[src/rtl/bpsk_modulator_if.sv]
// rtl/bpsk_modulator_if.sv - coded-bit input and I/Q sample output bundle for bpsk_modulator
interface bpsk_modulator_if #(
  parameter int DATA_WIDTH = 13
);
  logic                  bit_i;
  logic                  valid_i;
  logic [31:0]           cycles_per_bit;
  logic [DATA_WIDTH-1:0] i_data_o;
  logic [DATA_WIDTH-1:0] q_data_o;
  logic                  valid_o;

  // Upstream side: channel coder drives bits, DAC side consumes samples
  modport master (
    output bit_i, valid_i, cycles_per_bit,
    input  i_data_o, q_data_o, valid_o
  );

  // Modulator side
  modport slave (
    input  bit_i, valid_i, cycles_per_bit,
    output i_data_o, q_data_o, valid_o
  );
endinterface

[src/rtl/bpsk_modulator.sv]
// rtl/bpsk_modulator.sv - serial bit to BPSK I sample mapper with programmable symbol length; BPSK_NRZM_EN enables NRZ-M differential encoding
module bpsk_modulator #(
  parameter int DATA_WIDTH = 13,
  parameter int AMPLITUDE  = 4095
) (
  input  logic               clk_i,
  input  logic               rst_i,
  bpsk_modulator_if.slave    bus
);

  localparam logic [0:0] IDLE = 1'b0;
  localparam logic [0:0] RUN  = 1'b1;

  localparam logic [DATA_WIDTH-1:0] POS_SAMPLE = DATA_WIDTH'(AMPLITUDE);
  localparam logic [DATA_WIDTH-1:0] NEG_SAMPLE = DATA_WIDTH'(-AMPLITUDE);

  logic [0:0]            state_q, state_d;
  logic [31:0]           cnt_q, cnt_d;
  logic [31:0]           limit_q, limit_d;
  logic [DATA_WIDTH-1:0] i_q, i_d;
  logic                  valid_q, valid_d;
  logic                  start_sym;
  logic                  stop_sym;
  logic [DATA_WIDTH-1:0] sym_sample;

`ifdef BPSK_NRZM_EN
  logic phase_q, phase_d;
  logic next_phase;
`endif

  // Decide whether this clock starts a new symbol, ends the stream, or holds
  always_comb begin
    start_sym = 1'b0;
    stop_sym  = 1'b0;
    cnt_d     = cnt_q;
    case (state_q)
      IDLE: begin
        if (bus.valid_i) start_sym = 1'b1;
        else             stop_sym  = 1'b1;
      end
      default: begin
        // limit_q was captured at symbol start, so mid-symbol cpb changes wait
        if (cnt_q == limit_q) begin
          if (bus.valid_i) start_sym = 1'b1;
          else             stop_sym  = 1'b1;
        end else begin
          cnt_d = cnt_q + 32'd1;
        end
      end
    endcase
  end

  // Map the incoming bit to a sample (differentially when NRZ-M is enabled)
  always_comb begin
`ifdef BPSK_NRZM_EN
    next_phase = bus.bit_i ? ~phase_q : phase_q;
    sym_sample = next_phase ? POS_SAMPLE : NEG_SAMPLE;
`else
    sym_sample = bus.bit_i ? POS_SAMPLE : NEG_SAMPLE;
`endif
  end

  // Next-state values for the symbol registers
  always_comb begin
    state_d = state_q;
    limit_d = limit_q;
    i_d     = i_q;
    valid_d = valid_q;
`ifdef BPSK_NRZM_EN
    phase_d = phase_q;
`endif
    if (start_sym) begin
      state_d = RUN;
      limit_d = (bus.cycles_per_bit == 32'd0) ? 32'd0 : bus.cycles_per_bit - 32'd1;
      i_d     = sym_sample;
      valid_d = 1'b1;
`ifdef BPSK_NRZM_EN
      phase_d = next_phase;
`endif
    end else if (stop_sym) begin
      state_d = IDLE;
      limit_d = 32'd0;
      i_d     = '0;
      valid_d = 1'b0;
`ifdef BPSK_NRZM_EN
      phase_d = 1'b1;
`endif
    end
  end

  // Registers; counter is cleared whenever a symbol starts or the stream ends
  always_ff @(posedge clk_i) begin
    if (rst_i) begin
      state_q <= IDLE;
      cnt_q   <= 32'd0;
      limit_q <= 32'd0;
      i_q     <= '0;
      valid_q <= 1'b0;
`ifdef BPSK_NRZM_EN
      phase_q <= 1'b1;
`endif
    end else begin
      state_q <= state_d;
      cnt_q   <= (start_sym || stop_sym) ? 32'd0 : cnt_d;
      limit_q <= limit_d;
      i_q     <= i_d;
      valid_q <= valid_d;
`ifdef BPSK_NRZM_EN
      phase_q <= phase_d;
`endif
    end
  end

  assign bus.i_data_o = i_q;
  assign bus.q_data_o = '0;
  assign bus.valid_o  = valid_q;

endmodule

[src/flat_wrapper.sv]
// flat-port wrapper written by rule: the top's interface ports become plain ports
module bpsk_modulator_flat 
#(
  parameter int DATA_WIDTH = 13,
  parameter int AMPLITUDE  = 4095
)
  (clk_i, rst_i, bus_bit_i, bus_valid_i, bus_cycles_per_bit, bus_i_data_o, bus_q_data_o, bus_valid_o);
  bpsk_modulator_if #(.DATA_WIDTH(DATA_WIDTH)) bus_i ();
  input  logic clk_i;
  input  logic rst_i;
  input wire logic [$bits(bus_i.bit_i)-1:0] bus_bit_i;
  input wire logic [$bits(bus_i.valid_i)-1:0] bus_valid_i;
  input wire logic [$bits(bus_i.cycles_per_bit)-1:0] bus_cycles_per_bit;
  output wire logic [$bits(bus_i.i_data_o)-1:0] bus_i_data_o;
  output wire logic [$bits(bus_i.q_data_o)-1:0] bus_q_data_o;
  output wire logic [$bits(bus_i.valid_o)-1:0] bus_valid_o;
  assign bus_i.bit_i = bus_bit_i;
  assign bus_i.valid_i = bus_valid_i;
  assign bus_i.cycles_per_bit = bus_cycles_per_bit;
  assign bus_i_data_o = bus_i.i_data_o;
  assign bus_q_data_o = bus_i.q_data_o;
  assign bus_valid_o = bus_i.valid_o;
  bpsk_modulator #(.DATA_WIDTH(DATA_WIDTH), .AMPLITUDE(AMPLITUDE)) u_core (.clk_i(clk_i), .rst_i(rst_i), .bus(bus_i));
endmodule
[config.mk]
export PLATFORM = sky130hd
export DESIGN_NAME = bpsk_modulator_flat
export DESIGN_NICKNAME = d
export VERILOG_FILES = /design/src/rtl/bpsk_modulator_if.sv /design/src/rtl/bpsk_modulator.sv /design/src/flat_wrapper.sv
export SDC_FILE = /design/constraint.sdc
export NUM_CORES = 1
export LEC_CHECK = 0
export CORE_ASPECT_RATIO = 1.5
export CORE_UTILIZATION = 55
export CTS_BUF_LIST = sky130_fd_sc_hd__clkbuf_8
export DETAILED_ROUTE_END_ITERATION = 10
export HOLD_SLACK_MARGIN = 0.03
export PLACE_DENSITY_LB_ADDON = 0.08
export SLEW_MARGIN = 30
export SYNTH_ARGS = -nofsm -noshare
export SYNTH_HDL_FRONTEND = slang
export SYNTH_SLANG_ARGS = --single-unit
[constraint.sdc]
create_clock -name clk_i -period 3.1 [get_ports clk_i]
set_input_delay 0.62 -clock clk_i [delete_from_list [all_inputs] [get_ports clk_i]]
set_output_delay 0.62 -clock clk_i [all_outputs]
set_load 0.1 [all_outputs]
* Word-level counts from Yosys, hierarchy flattened
Cells that the tools add are included.
** Operators by class
- $add $sub $neg :: 2
- Equality and inequality tests :: 1
- Multiplexer cells :: 14
- Bitwise operators :: 1
- Reductions and logical operators :: 5
** Operator list (count)
- 32-bit 2-to-1 mux :: 3
- 13-bit 2-to-1 mux :: 3
- 32-bit by 1-bit adder with 32-bit output (second input constant) :: 1
- 32-bit equality test :: 1
- 32-bit logical NOT :: 1
- 32-bit by 1-bit subtractor with 32-bit output (second input constant) :: 1
- 1-bit 2-to-1 mux :: 8
- 2-bit AND reduction :: 1
- 2-bit nonzero test :: 1
- 2-bit OR reduction :: 1
- 1-bit logical OR :: 1
- 1-bit NOT :: 1
** Word-level totals
- Register bits after elaboration :: 78
- Input port bits :: 36
- Output and inout port bits :: 27
- Word-level logic and storage cells :: 27

* Logic depth before layout (Yosys ltp)
Gate-level depths: netlist (run 1).
- Depth in word-level cells :: 5
- Depth in mapped cells :: 9
- Mapped depth without buffers :: 8

* Worst setup path before layout (run 1)
Ideal clock, no wire load.
- Path kind :: input to register
- From :: input bus_cycles_per_bit[27]
- To :: register u_core.limit_q[10]
- Library setup time :: 133 ps
- Arrival :: 2281 ps
- Data required time :: 2967 ps
- Slack :: 686 ps
- Stages :: 7
- Path buffers :: 1
- Path through :: or4_1 > nor3_1 > nor3b_1 > a21oi_1 > nand2_2 > buf_2 > o32ai_1
** On the way
- Longest elaborated chain between the ends :: 3
** Ends and longest elaborated chain
- from (decl) :: RTL line flat_wrapper.sv:13 : input wire logic [$bits(bus_i.cycles_per_bit)-1:0] bus_cycles_per_bit;
- 32-bit logical NOT :: RTL line bpsk_modulator.sv:74 : limit_d = (bus.cycles_per_bit == 32'd0) ? 32'd0 : bus.cycles_per_bit - 32'd1;
- 32-bit 2-to-1 mux :: RTL line bpsk_modulator.sv:74
- 32-bit 2-to-1 mux :: RTL line bpsk_modulator.sv:72 : if (start_sym) begin
- to (signal assigned) :: RTL line bpsk_modulator.sv:105 : limit_q <= limit_d;
- to (decl) :: RTL line bpsk_modulator.sv:19 : logic [31:0] limit_q, limit_d;
No other way between the ends.
A chain may end at the register's enable or synchronous reset.

* Worst setup path in the final report (run 1)
- From :: input bus_cycles_per_bit[12]
- To :: register u_core.limit_q[30]
** On the way
- Longest elaborated chain between the ends :: 3
- Elaborated cells between the ends (all ways) :: 4
- Classes of those cells :: 1 x add/sub; 2 x mux; 1 x reduce/logical
** Ends and longest elaborated chain (RTL line)
- 32-bit by 1-bit subtractor with 32-bit output / 32-bit logical NOT (equally long branches) :: bpsk_modulator.sv:74
- 32-bit 2-to-1 mux * :: bpsk_modulator.sv:74
- 32-bit 2-to-1 mux * :: bpsk_modulator.sv:72
Every way passes the cells marked *; elsewhere a longest branch is shown, timed or not.

==> out/qor.txt, run 1 <==
Worst-path clk slew: 0.07 ns
Crit path from: bus_cycles_per_bit[12]
Yosys cell types: 48
Most common flop cell mapped by yosys: dfxtp_1
VDD IR-drop max: 0.237 mV
Synth Warn #: 0
Critical Path RT: 3.35 ns
Vias in the first global route: 2863
RSZ-0062 raised after global routing: false
Starting Density: 0.576
Critical Path End Type: flop
Slew @ Worst Pin: 0.528 ns
Avg WL per Cell: 14.9 um
Cts hold-fix bufs: 0
MaxCap Viol Count: 0
Worst EP arrival: 2.89 ns
Final net count: 515
# diodes: 0
Detail Route Antenna Nets: 0
Final Instance Count excl. Fillers: 557
Status: completed
CP Class: in2reg
# resized after CTS: 0
Share of the synthesized area in the top cell type: 0.357
Die W: 69.5 um
Number of flops mapped to enable cells by yosys: 0
Post-DP Area: 4230 um2
Placed cells: 542
Initial DRT Pass Iterations: 4
Most frequent cells in the layout: dfxtp_1 (67), xor2_1 (59), nor2_1 (49), nand2_1 (48), clkdlybuf4s50_1 (35)
Synth area leaders: dfxtp_1 (36%), xor2_1 (14%), o32ai_1 (6.1%)
Largest net degree at the start of global routing: 35
CP startpoint kind: primary input
Gpl congestion: 0.904
Pwr Density: 455 nW/um2
Worst Skew: 0.0104 ns
Worst-path fanout max: 6
Via count: 3093
HPWL Detailed: 6270 um
FF+latch count, synth: 67
Syn Inst Count: 434
Iter 0 DRT Violations: 130
# IOs: 63
PortBufs: 49
Post-layout util: 0.678
Rel. slew slack: 0.645
Switching share of total power: 0.300
TNS Setup: 0 ns
Initial antenna violation count: 0
Area leader, netlist: dfxtp_1
Int Power: 1.41 mW
Fraction of registers with async set/reset: 0
Layout cells sized above 1: 0.116
Commonest non-fill, non-tap cell in the layout: dfxtp_1
P_sw: 0.604 mW
Reg2reg start: u_core.cnt_q[28]
Final setup vio count: 0
CP peak stage delay: 0.50 ns
Std-Cell Rows: 36
Sequential share of the synthesized area: 0.357
Clk pwr share: 0.355
Pins Over Slew Limit: 0
Total wire length: 8320 um
CTS tree: yes
Layout area overhead: 17.7%
Die H: 103 um
Netlist Area Pre-Place: 3760 um2
Total track usage: 0.247
Ordered cell list for the critical path: clkdlybuf4s50_1 > nor4_2 > nand4b_2 > nor4_2 > buf_4 > nand2_1 > mux2_1 > a31o_1
Max clock buf depth: 2
Clk Latency, worst-skew pair: 0.35 ns
Final Critical Period: 2.64 ns
Via-to-Cell Ratio: 5.55
Number of buffers created by CTS: 9
Pleak: 1.70 nW
CTS sink cnt: 67
Post CTS Setup Buffer Count: 0
Power share of the combinational group: 0.194
Residual DRC: 0
Core Box Area: 6530 um2
Root Buffer: clkbuf_8
First-pass GRT wire length: 13700 um
Syn Area/Cell: 8.67 um2
Final instance area: 4430 um2
CP max-delay cell: clkdlybuf4s50_1
Period utilisation layout: 0.852
Hold wc startpoint: u_core.limit_q[24]
CP dominant cell by count: nor4_2
Final Power: 2.02 mW
Die Area: 7180 um2
Final hold violations: 0
Total grt overflow: 0
Share of power burned in registers: 0.451
Max Clk Rate: 0.378 GHz
Max H-tree Level: 3
Hold Crit Class: reg2reg
==> per-stage QoR <==
stage                     setup WS, ns  hold WS [ns]
after floorplan                  0.686         0.440
after global placement           0.128         0.456
after detailed placement        0.0800         0.465
after CTS                        0.447         0.474
after global routing             0.329         0.506
final                            0.457         0.476
==> power by group through the flow <==
stage | Clock (mW) | Sequential [mW] | Combinational [mW]
2_1_floorplan | 0 | 0.938 | 0.275
3_3_place_gp | 0 | 0.928 | 0.388
3_5_place_dp | 0 | 0.928 | 0.392
4_1_cts | 0.722 | 0.909 | 0.392
5_1_grt | 0.752 | 0.911 | 0.415
6_report | 0.716 | 0.909 | 0.392
==> final cells by class <==
cell class,instances,area [um2]
Sequential cell,67,1340
Clock buffer,11,151
Multi-Input combinational cell,328,2190
Clock inverter,4,42.5
Tap cell,76,95.1
Timing Repair Buffer,63,573
Fill cell,544,2100
Inverter,8,30.0
==> worst paths after layout <==
kind	slack (ns)	to	cells past startpoint
max	0.46	u_core.limit_q[30]	8
min	0.48	u_core.limit_q[24]	2
max reg2reg	0.81	u_core.limit_q[11]	7
min reg2reg	0.48	u_core.limit_q[24]	2
==> synthesized netlist by cell type (all sizes together) (2+ instances only) <==
library cell,number
nand4b,3
dfxtp,67
nand4,7
buf,31
mux2,2
and2,2
clkbuf,11
o32ai,28
and3,3
nor4,17
nand2,50
o311ai,2
nor2b,2
ha,2
nor3,9
or4,3
nor2,49
nand2b,3
or3,7
nand3,17
xnor2,25
mux2i,2
o21ai,4
nor3b,4
inv,8
a21oi,5
xor2,59
and4,4
==> flip-flops by register name, indices dropped and copies added (netlist names) <==
register,cells
u_core.bus.i_data_o,3
u_core.limit_q,32
u_core.cnt_q,32
==> cell families after synthesis <==
kind of cell	count (synthesis)	synth area share
AND/OR/NAND/NOR	180	0.249
XOR/XNOR	84	0.196
flip-flops	67	0.357
buffers and inverters	51	0.0808
AO/OA/AOI/OAI	45	0.0988
multiplexers	4	0.0113
adder cells (fa/ha/maj)	2	0.00665
other	1	0.000997
==> layer usage <==
layer / GRT usage / wire length, um / share of wire
met5: 0 / 0 / 0
met4: 0.155 / 282 / 0.034
met3: 0.0291 / 221 / 0.027
met2: 0.430 / 4150 / 0.50
met1: 0.292 / 3660 / 0.44
==> critical path: cells and delay by family <==
| family | cells | cell delay (ns) |
|---|---|---|
| AOI/OAI and AO/OA | 1 | 0.21 |
| muxes | 1 | 0.32 |
| and+or+nand+nor | 4 | 1.06 |
| buffers and inverters | 2 | 0.69 |
(Power assumes the default switching activity.)
==> run 2, diff against run 1 <==
Settings changed: PLACE_DENSITY set to 0.82, PLACE_DENSITY_LB_ADDON 0.08 to not set, SLEW_MARGIN 30 to not set, TNS_END_PERCENT set to 30.
==> out/qor.txt, run 2 (synthesized netlist as in run 1, its figures left out) <==
Status: completed
Final instance area: 4430 um2 (unchanged)
Max clock buf depth: 2 (unchanged)
Final Instance Count excl. Fillers: 557 (unchanged)
Root Buffer: clkbuf_8
Max Clk Rate: 0.358 GHz (-5.4%)
Detail Route Antenna Nets: 0 (unchanged)
Slew @ Worst Pin: 0.526 ns (-0.00252 ns)
Die H: 103 um (unchanged)
CP endpoint: u_core.limit_q[28]
Final hold violations: 0 (unchanged)
Worst Skew: 0.0128 ns (+0.00239 ns)
First-pass GRT wire length: 14400 um (+5.5%)
Total grt overflow: 0 (unchanged)
Number of buffers created by CTS: 9 (unchanged)
Final net count: 515 (unchanged)
Post-layout util: 0.678 (unchanged)
Ordered cell list for the critical path: clkdlybuf4s50_1 > nor4_2 > nand4b_2 > nor4_1 > buf_4 > mux2_1 > nand3_1 > o21ai_1
Core Box Area: 6530 um2 (unchanged)
Crit path from: bus_cycles_per_bit[14]
Worst-path clk slew: 0.07 ns (about the same)
Post-DP Area: 4230 um2 (unchanged)
Via-to-Cell Ratio: 5.78 (+4.2%)
Placed cells: 542 (unchanged)
Post CTS Setup Buffer Count: 0 (unchanged)
Filler cells: 479 (-12%)
Pleak: 1.70 nW (about the same)
# resized after CTS: 0 (unchanged)
Total track usage: 0.257 (+0.0100)
PortBufs: 49 (unchanged)
Pwr Density: 458 nW/um2 (+0.49%)
Commonest non-fill, non-tap cell in the layout: dfxtp_1
# diodes: 0 (unchanged)
Std-Cell Rows: 36 (unchanged)
Critical Path End Type: flop
Layout area overhead: 17.7% (unchanged)
Final setup vio count: 0 (unchanged)
Min Hold Slack: 0.472 ns (-0.00389 ns)
# IOs: 63 (unchanged)
Cts hold-fix bufs: 0 (unchanged)
Die W: 69.5 um (unchanged)
Vias in the first global route: 3076 (+7.4%)
Largest net degree at the start of global routing: 35 (unchanged)
Most frequent cells in the layout: dfxtp_1 (67), xor2_1 (59), nor2_1 (49), nand2_1 (48), clkdlybuf4s50_1 (35)
Total wire length: 8850 um (+6.3%)
Critical Path RT: 3.34 ns (about the same)
Initial antenna violation count: 0 (unchanged)
Die Area: 7180 um2 (unchanged)
Worst EP arrival: 3.03 ns (+0.14 ns)
Hold Crit Class: reg2reg
MaxCap Viol Count: 0 (unchanged)
Worst reg2reg endpoint: u_core.limit_q[11]
Flop2flop setup slack: 0.67 ns (-0.14 ns)
RSZ-0062 raised after global routing: false
Iter 0 DRT Violations: 251 (+93%)
Worst-path fanout max: 4 (-2)
Clk Latency, worst-skew pair: 0.35 ns (about the same)
R2r worst-path depth: 7 (unchanged)
Starting Density: 0.576 (unchanged)
Gpl congestion: 0.915 (+1.2%)
Max H-tree Level: 3 (unchanged)
Layout cells sized above 1: 0.116 (unchanged)
Pins Over Slew Limit: 0 (unchanged)
CP peak stage delay: 0.54 ns (+0.04 ns)
CP max-delay cell: nor4_1
Residual DRC: 0 (unchanged)
Reg2reg start: u_core.cnt_q[28]
CTS tree: yes
Avg WL per Cell: 15.9 um (+6.3%)
HPWL Detailed: 6700 um (+6.7%)
Via count: 3222 (+4.2%)
CP Class: in2reg
Final Critical Period: 2.79 ns (+0.151 ns)
Rel. slew slack: 0.646 (+0.00116)
Initial DRT Pass Iterations: 5 (+1)
CTS sink cnt: 67 (unchanged)
CP startpoint kind: primary input
Period utilisation layout: 0.901 (+0.0488)
VDD IR-drop max: 0.299 mV (+26%)
[run 2: cell counts in the layout (fill, tap and decap cells not counted)]
No cell type changed its count.
[run 2: per-stage QoR]
step	TNS [ns]	total power, mW	worst slack (ns)
floorplan	0	1.21	0.686
global placement	0	1.32	0.0285
detailed placement	-0.0261	1.32	-0.0261
CTS	0	2.03	0.336
global route	0	2.10	0.164
finish	0	2.03	0.306
[run 2: critical path: cells and delay by family]
family                 cells  cell delay [ns]
AND/OR/NAND/NOR            4             1.36
multiplexers               1             0.31
AO/OA/AOI/OAI              1             0.06
buffers and inverters      2             0.68
[run 2: where the power goes]
part / switching [mW] / leakage, nW / internal, mW / total, mW
logic: 0.275 / 1.05 / 0.121 / 0.396
registers: 0.0233 / 0.544 / 0.886 / 0.910
clock network: 0.317 / 0.108 / 0.404 / 0.721
[run 2: per-layer routing]
metal,vias to the layer above,share of wire,track usage
met3,32,0.045,0.0446
met5,-,0,0
met2,118,0.51,0.442
met1,1506,0.39,0.294
li1,1566,-,-
met4,0,0.053,0.174
[run 2: layout make-up]
class	instances	area, um2	share of cell area
tap	76	95.1	0.0215
inverter	8	30.0	0.00678
clock buffer	11	151	0.0342
clock inverter	4	42.5	0.00961
timing repair buffer	63	573	0.129
multi-input combinational	328	2190	0.495
sequential	67	1340	0.303
[run 2: worst min path at each step]
stage | end | from | cells after the start
finish | u_core.cnt_q[0] | u_core.cnt_q[0] | 1
detailed placement | u_core.cnt_q[0] | u_core.cnt_q[0] | 1
global route | u_core.limit_q[28] | u_core.limit_q[28] | 2
floorplan | u_core.cnt_q[0] | u_core.cnt_q[0] | 1
CTS | u_core.cnt_q[0] | u_core.cnt_q[0] | 1
global placement | u_core.cnt_q[0] | u_core.cnt_q[0] | 1
==> patch 1: new RTL, flow settings as in run 2 <==
`DATA_WIDTH` is set to 13 in 3 places; all go to 17.
--- a/src/rtl/bpsk_modulator_if.sv
+++ b/src/rtl/bpsk_modulator_if.sv
@@ -1,5 +1,5 @@
 // rtl/bpsk_modulator_if.sv - coded-bit input and I/Q sample output bundle for bpsk_modulator
 interface bpsk_modulator_if #(
-  parameter int DATA_WIDTH = 13
+  parameter int DATA_WIDTH = 17
 );
   logic                  bit_i;
--- a/src/rtl/bpsk_modulator.sv
+++ b/src/rtl/bpsk_modulator.sv
@@ -1,5 +1,5 @@
 // rtl/bpsk_modulator.sv - serial bit to BPSK I sample mapper with programmable symbol length; BPSK_NRZM_EN enables NRZ-M differential encoding
 module bpsk_modulator #(
-  parameter int DATA_WIDTH = 13,
+  parameter int DATA_WIDTH = 17,
   parameter int AMPLITUDE  = 4095
 ) (
--- a/src/flat_wrapper.sv
+++ b/src/flat_wrapper.sv
@@ -2,5 +2,5 @@
 module bpsk_modulator_flat 
 #(
-  parameter int DATA_WIDTH = 13,
+  parameter int DATA_WIDTH = 17,
   parameter int AMPLITUDE  = 4095
 )
Interface: changed (resized bus_i_data_o and bus_q_data_o); port bits go from 63 to 71. The function was not compared with the original's and may differ.
==> patch 1 against run 2 <==
Design area grew 3.2%; synthesized area up 2.3%; sequential power about the same; register-to-register slack gained 0.15 ns; total power up 11%; non-clock buffer count increased by 3; routed wire length fell by 3.5%; sequential cell count unchanged; first-iteration DRC count is 8.4% lower; via count grew 2.3%; count of clock-buffer cells in the layout is 1 higher; global-route usage decreased by 1.0 points; worst setup slack gained 0.16 ns; critical path type unchanged; critical endpoint is now u_core.limit_q[31]; largest cell class unchanged.
==> patch 1: results (changes against run 2) <==
Detailed Place HPWL = 6.45 mm (was 6.70 mm)
cell count after placement = 576 (was 542)
Synth Area per Inst = 8.28 um2 (was 8.67 um2)
Cell variety after synth = 42 (was 48)
global-route wire length before repair = 14.5 mm (was 14.4 mm)
Non-Filler Instances = 592 (was 557)
combinational power = 0.000416 W (was 0.000396 W)
commonest non-fill, non-tap cell in the layout = xor2_1 (was dfxtp_1)
Avg Vias per Cell = 5.57 (was 5.78)
M1 GR Usage = 0.288 (was 0.294)
synth cell count leaders = 72 x xor2_1, 67 x dfxtp_1, 45 x nor2_1, 37 x nand3_1, 32 x buf_4 (was 67 x dfxtp_1, 59 x xor2_1, 49 x nor2_1, 48 x nand2_1, 26 x o32ai_1)
status = finished clean (unchanged)
fraction of layout cells with a size suffix above 1 = 0.107 (was 0.116)
M3 GR Usage = 0.0271 (was 0.0446)
worst hold path startpoint = u_core.limit_q[31] (was u_core.cnt_q[0])
main area contributors after synthesis = dfxtp_1 35%, xor2_1 16%, buf_4 6.2% (was dfxtp_1 36%, xor2_1 14%, o32ai_1 6.1%)
met1 wire length = 3.55 mm (was 3.49 mm)
met2 GRT Util = 0.401 (was 0.442)
met2 wire len = 4.22 mm (was 4.49 mm)
GPL Wtd Cong = 0.875 (was 0.915)
worst setup path start = bus_cycles_per_bit[26] (was bus_cycles_per_bit[14])
Leakage = 1.83 nW (was 1.70 nW)
Iter 0 DRT Violations = 230 (was 251)
largest net degree at the start of global routing = 45 (was 35)
Worst Tran Pin Value = 0.777 ns (was 0.526 ns)
==> patch 1: changes by cell type after synthesis, sizes merged, moves of 5 or more <==
cell / run 2 / this run
nand4: 7 / 16
xor2: 59 / 72
nand2b: 3 / 27
o22ai: 0 / 5
xnor2: 25 / 15
o21ai: 4 / 27
nand3: 17 / 37
nand2: 50 / 15
buf: 31 / 37
o32ai: 28 / 0
nor3: 9 / 14
==> patch 1: worst paths after layout <==
| kind | end | slack, ns | depth (start not counted) |
|---|---|---|---|
| worst max-delay path | u_core.limit_q[31] | 0.46 | 7 |
| worst min register to register | u_core.limit_q[31] | 0.48 | 2 |
| worst min-delay path | u_core.limit_q[31] | 0.48 | 2 |
| worst max register to register | u_core.limit_q[7] | 0.82 | 7 |
==> patch 1: kinds of logic after synthesis <==
logic type / after synthesis / share of synthesized area
buffers and inverters: 60 / 0.0910
AND/OR/NAND/NOR: 203 / 0.285
multiplexers: 2 / 0.00520
AO/OA/AOI/OAI: 43 / 0.0650
XOR/XNOR: 87 / 0.198
flip-flops: 67 / 0.349
other: 1 / 0.000974
adder cells (fa/ha/maj): 2 / 0.00650
==> patch 1: area by class of cell <==
cell class / instances / area share
multi-input cells: 354 / 0.488
clock inverters: 4 / 0.0208
repair buffers: 66 / 0.130
inverters: 11 / 0.00904
clock buffers: 12 / 0.0362
well taps: 78 / 0.0214
flip-flops and latches: 67 / 0.294
==> patch 1: worst min-delay path, cell delays in order, from the launching register on <==
cell	delay, ns
dfxtp_1	0.32
nand3_1	0.07
a21oi_1	0.06
==> patch 1: per-stage QoR <==
stage / setup WS, ns / power [W]
2_1_floorplan: 0.655 / 0.00125
5_1_grt: 0.267 / 0.00231
3_5_place_dp: 0.110 / 0.00134
6_report: 0.462 / 0.00224
3_3_place_gp: 0.163 / 0.00133
4_1_cts: 0.484 / 0.00226
==> patch 2: new RTL, settings of run 2 <==
Without the edit above. Reset style: asynchronous (`rst_i`), changed in one clocked block.
--- a/src/rtl/bpsk_modulator.sv
+++ b/src/rtl/bpsk_modulator.sv
@@ -90,5 +90,5 @@
 
   // Registers; counter is cleared whenever a symbol starts or the stream ends
-  always_ff @(posedge clk_i) begin
+  always_ff @(posedge clk_i or posedge rst_i) begin
     if (rst_i) begin
       state_q <= IDLE;
Check against the original RTL: differs if rst_i is asserted again (counterexample within 4 cycles, from zero or initial values and one cycle with rst_i high); with rst_i held inactive, the same outputs for 10 cycles.
==> patch 2 against run 2 <==
Cell count is 13% higher; routed wire length is 12% higher; total power is 8.4% lower; sequential cell count stayed put; register-to-register slack worse by 0.09 ns; synthesized cell count is 9.9% higher; die area is 16% higher; sequential power is 4.0% lower; count of clock-buffer cells in the layout is 2 lower; non-clock buffer count is 11 higher; maximum frequency is 2.1% higher; design area is 17% higher; worst setup slack better by 0.058 ns; synthesized area is 16% higher.
==> patch 2: results (changes against run 2) <==
Cell Area, Placed = 0.00498 mm2 (was 0.00423 mm2)
CTS Buf Count = 9 (unchanged)
arrival time worst endpoint = 2.97 ns (was 3.03 ns)
worst hold path class = reg2reg (unchanged)
all-layer global routing usage = 0.267 (was 0.257)
cell count after placement = 617 (was 542)
Synth Area in XOR/XNOR = 0.142 (was 0.196)
max-cap violations = 0 (unchanged)
Synth Area in Compound Gates = 0.0742 (was 0.0988)
Sw Ratio = 0.248 (was 0.303)
Avg Vias per Cell = 5.81 (was 5.78)
Clock Power Share = 0.401 (was 0.356)
vias in the first global route = 3582 (was 3076)
Leakage = 2.32 nW (was 1.70 nW)
Cell variety after synth = 44 (was 48)
Worst-Skew Late Latency = 0.35 ns (about the same)
worst reg-to-reg setup slack = 0.58 ns (was 0.67 ns)
status = finished clean (unchanged)
Max-slew headroom = 0.539 (was 0.646)
Nets = 564 (was 515)
Iter 0 DRT Violations = 338 (was 251)
htree depth = 3 (unchanged)
maximum vdd drop = 242 uV (was 299 uV)
main area contributors after synthesis = dfrtp_1 38%, xor2_1 13%, mux2i_1 4.6% (was dfxtp_1 36%, xor2_1 14%, o32ai_1 6.1%)
crit-path max FO = 22 (was 4)
port buffer count = 49 (unchanged)
initial antenna violation count = 0 (unchanged)
FFs w/ async S/R, synth = 1.00 (was 0)
cts hold-fix bufs = 0 (unchanged)
Setup Buffers After CTS = 0 (unchanged)
Post-CTS Resized = 0 (unchanged)
top_reg_cell synth = dfrtp_1 (was dfxtp_1)
met2 wire len = 4.90 mm (was 4.49 mm)
Seq/Total Area, Yosys = 0.383 (was 0.357)
seq pwr = 0.000874 W (was 0.000910 W)
Synth warnings = 0 (unchanged)
Cells after Synth = 477 (was 434)
Root Driver = clkbuf_8 (unchanged)
final setup skew = 0.00635 ns (was 0.0128 ns)
fraction of layout cells with a size suffix above 1 = 0.140 (was 0.116)
topmost layer with routed signal wires = met4 (unchanged)
largest net degree at the start of global routing = 68 (was 35)
WL final = 9.90 mm (was 8.85 mm)
Detailed Place HPWL = 7.47 mm (was 6.70 mm)
Clock Path Buffers = 2 (unchanged)
multiplexer share of the synthesized area = 0.0851 (was 0.0113)
GPL Wtd Cong = 0.922 (was 0.915)
Post-Synth Adder-Cell Area = 0.00571 (was 0.00665)
metal3 WL = 318 um (was 397 um)
Non-Filler Instances = 631 (was 557)
clock-pin slew on the worst setup and hold paths = 0.07 ns (about the same)
first-pass iteration count of the detailed router = 4 (was 5)
n_diodes = 0 (unchanged)
global-route wire length before repair = 16.9 mm (was 14.4 mm)
Worst Hold Slack = 0.521 ns (was 0.472 ns)
synth cell count leaders = 67 x dfrtp_1, 63 x xor2_1, 48 x nor2_1, 30 x nor4_1 (was 67 x dfxtp_1, 59 x xor2_1, 49 x nor2_1, 48 x nand2_1, 26 x o32ai_1)
met1 wire length = 4.10 mm (was 3.49 mm)
## patch 2: changes by cell type after synthesis, sizes merged, moves of 14 or more
| cell | change |
|---|---|
| xnor2 | -17 |
| o211ai | +15 |
| o32ai | -28 |
| dfxtp | -67 |
| inv | +17 |
| mux2i | +18 |
| and3 | +14 |
| dfrtp | +67 |
| nand2 | -32 |
| nand4 | +18 |
## patch 2: area by class of cell
class                           instances  area (um2)
Fill cell                             606        2490
Multi-Input combinational cell        349        2400
Sequential cell                        67        1680
Timing Repair Buffer                   74         681
Tap cell                              102         128
Clock buffer                            9         124
Inverter                               25        93.8
Clock inverter                          5        72.6
## patch 2: worst max-delay path, cell delays in order
cell and delay (ns):
clkdlybuf4s50_1 0.47, nor4_1 0.65, nand4_1 0.22, or3_1 0.41
buf_12 0.18, and3_1 0.16, mux2_2 0.25
## patch 2: final timing paths
path	startpoint	endpoint	depth (start not counted)
min in group asynchronous	rst_i	u_core.bus.i_data_o[12]	3
setup / recovery	bus_cycles_per_bit[22]	u_core.limit_q[12]	7
hold / removal	u_core.bus.i_data_o[12]	u_core.bus.i_data_o[12]	1
max in group asynchronous	rst_i	u_core.cnt_q[26]	3
setup reg to reg	u_core.cnt_q[6]	u_core.limit_q[4]	6
hold reg to reg	u_core.bus.i_data_o[12]	u_core.bus.i_data_o[12]	1
## patch 2: layer usage
layer | global-route usage | vias to the layer above
met5 | 0 | -
met4 | 0.190 | 0
met3 | 0.0217 | 38
met2 | 0.410 | 115
met1 | 0.349 | 1764
li1 | - | 1747
## patch 2: stage by stage
stage | total power [W] | setup WS [ns]
floorplan | 0.00104 | 0.571
global placement | 0.00112 | 0.0765
detailed placement | 0.00113 | 0.0556
CTS | 0.00186 | 0.428
global route | 0.00192 | 0.279
finish | 0.00186 | 0.364
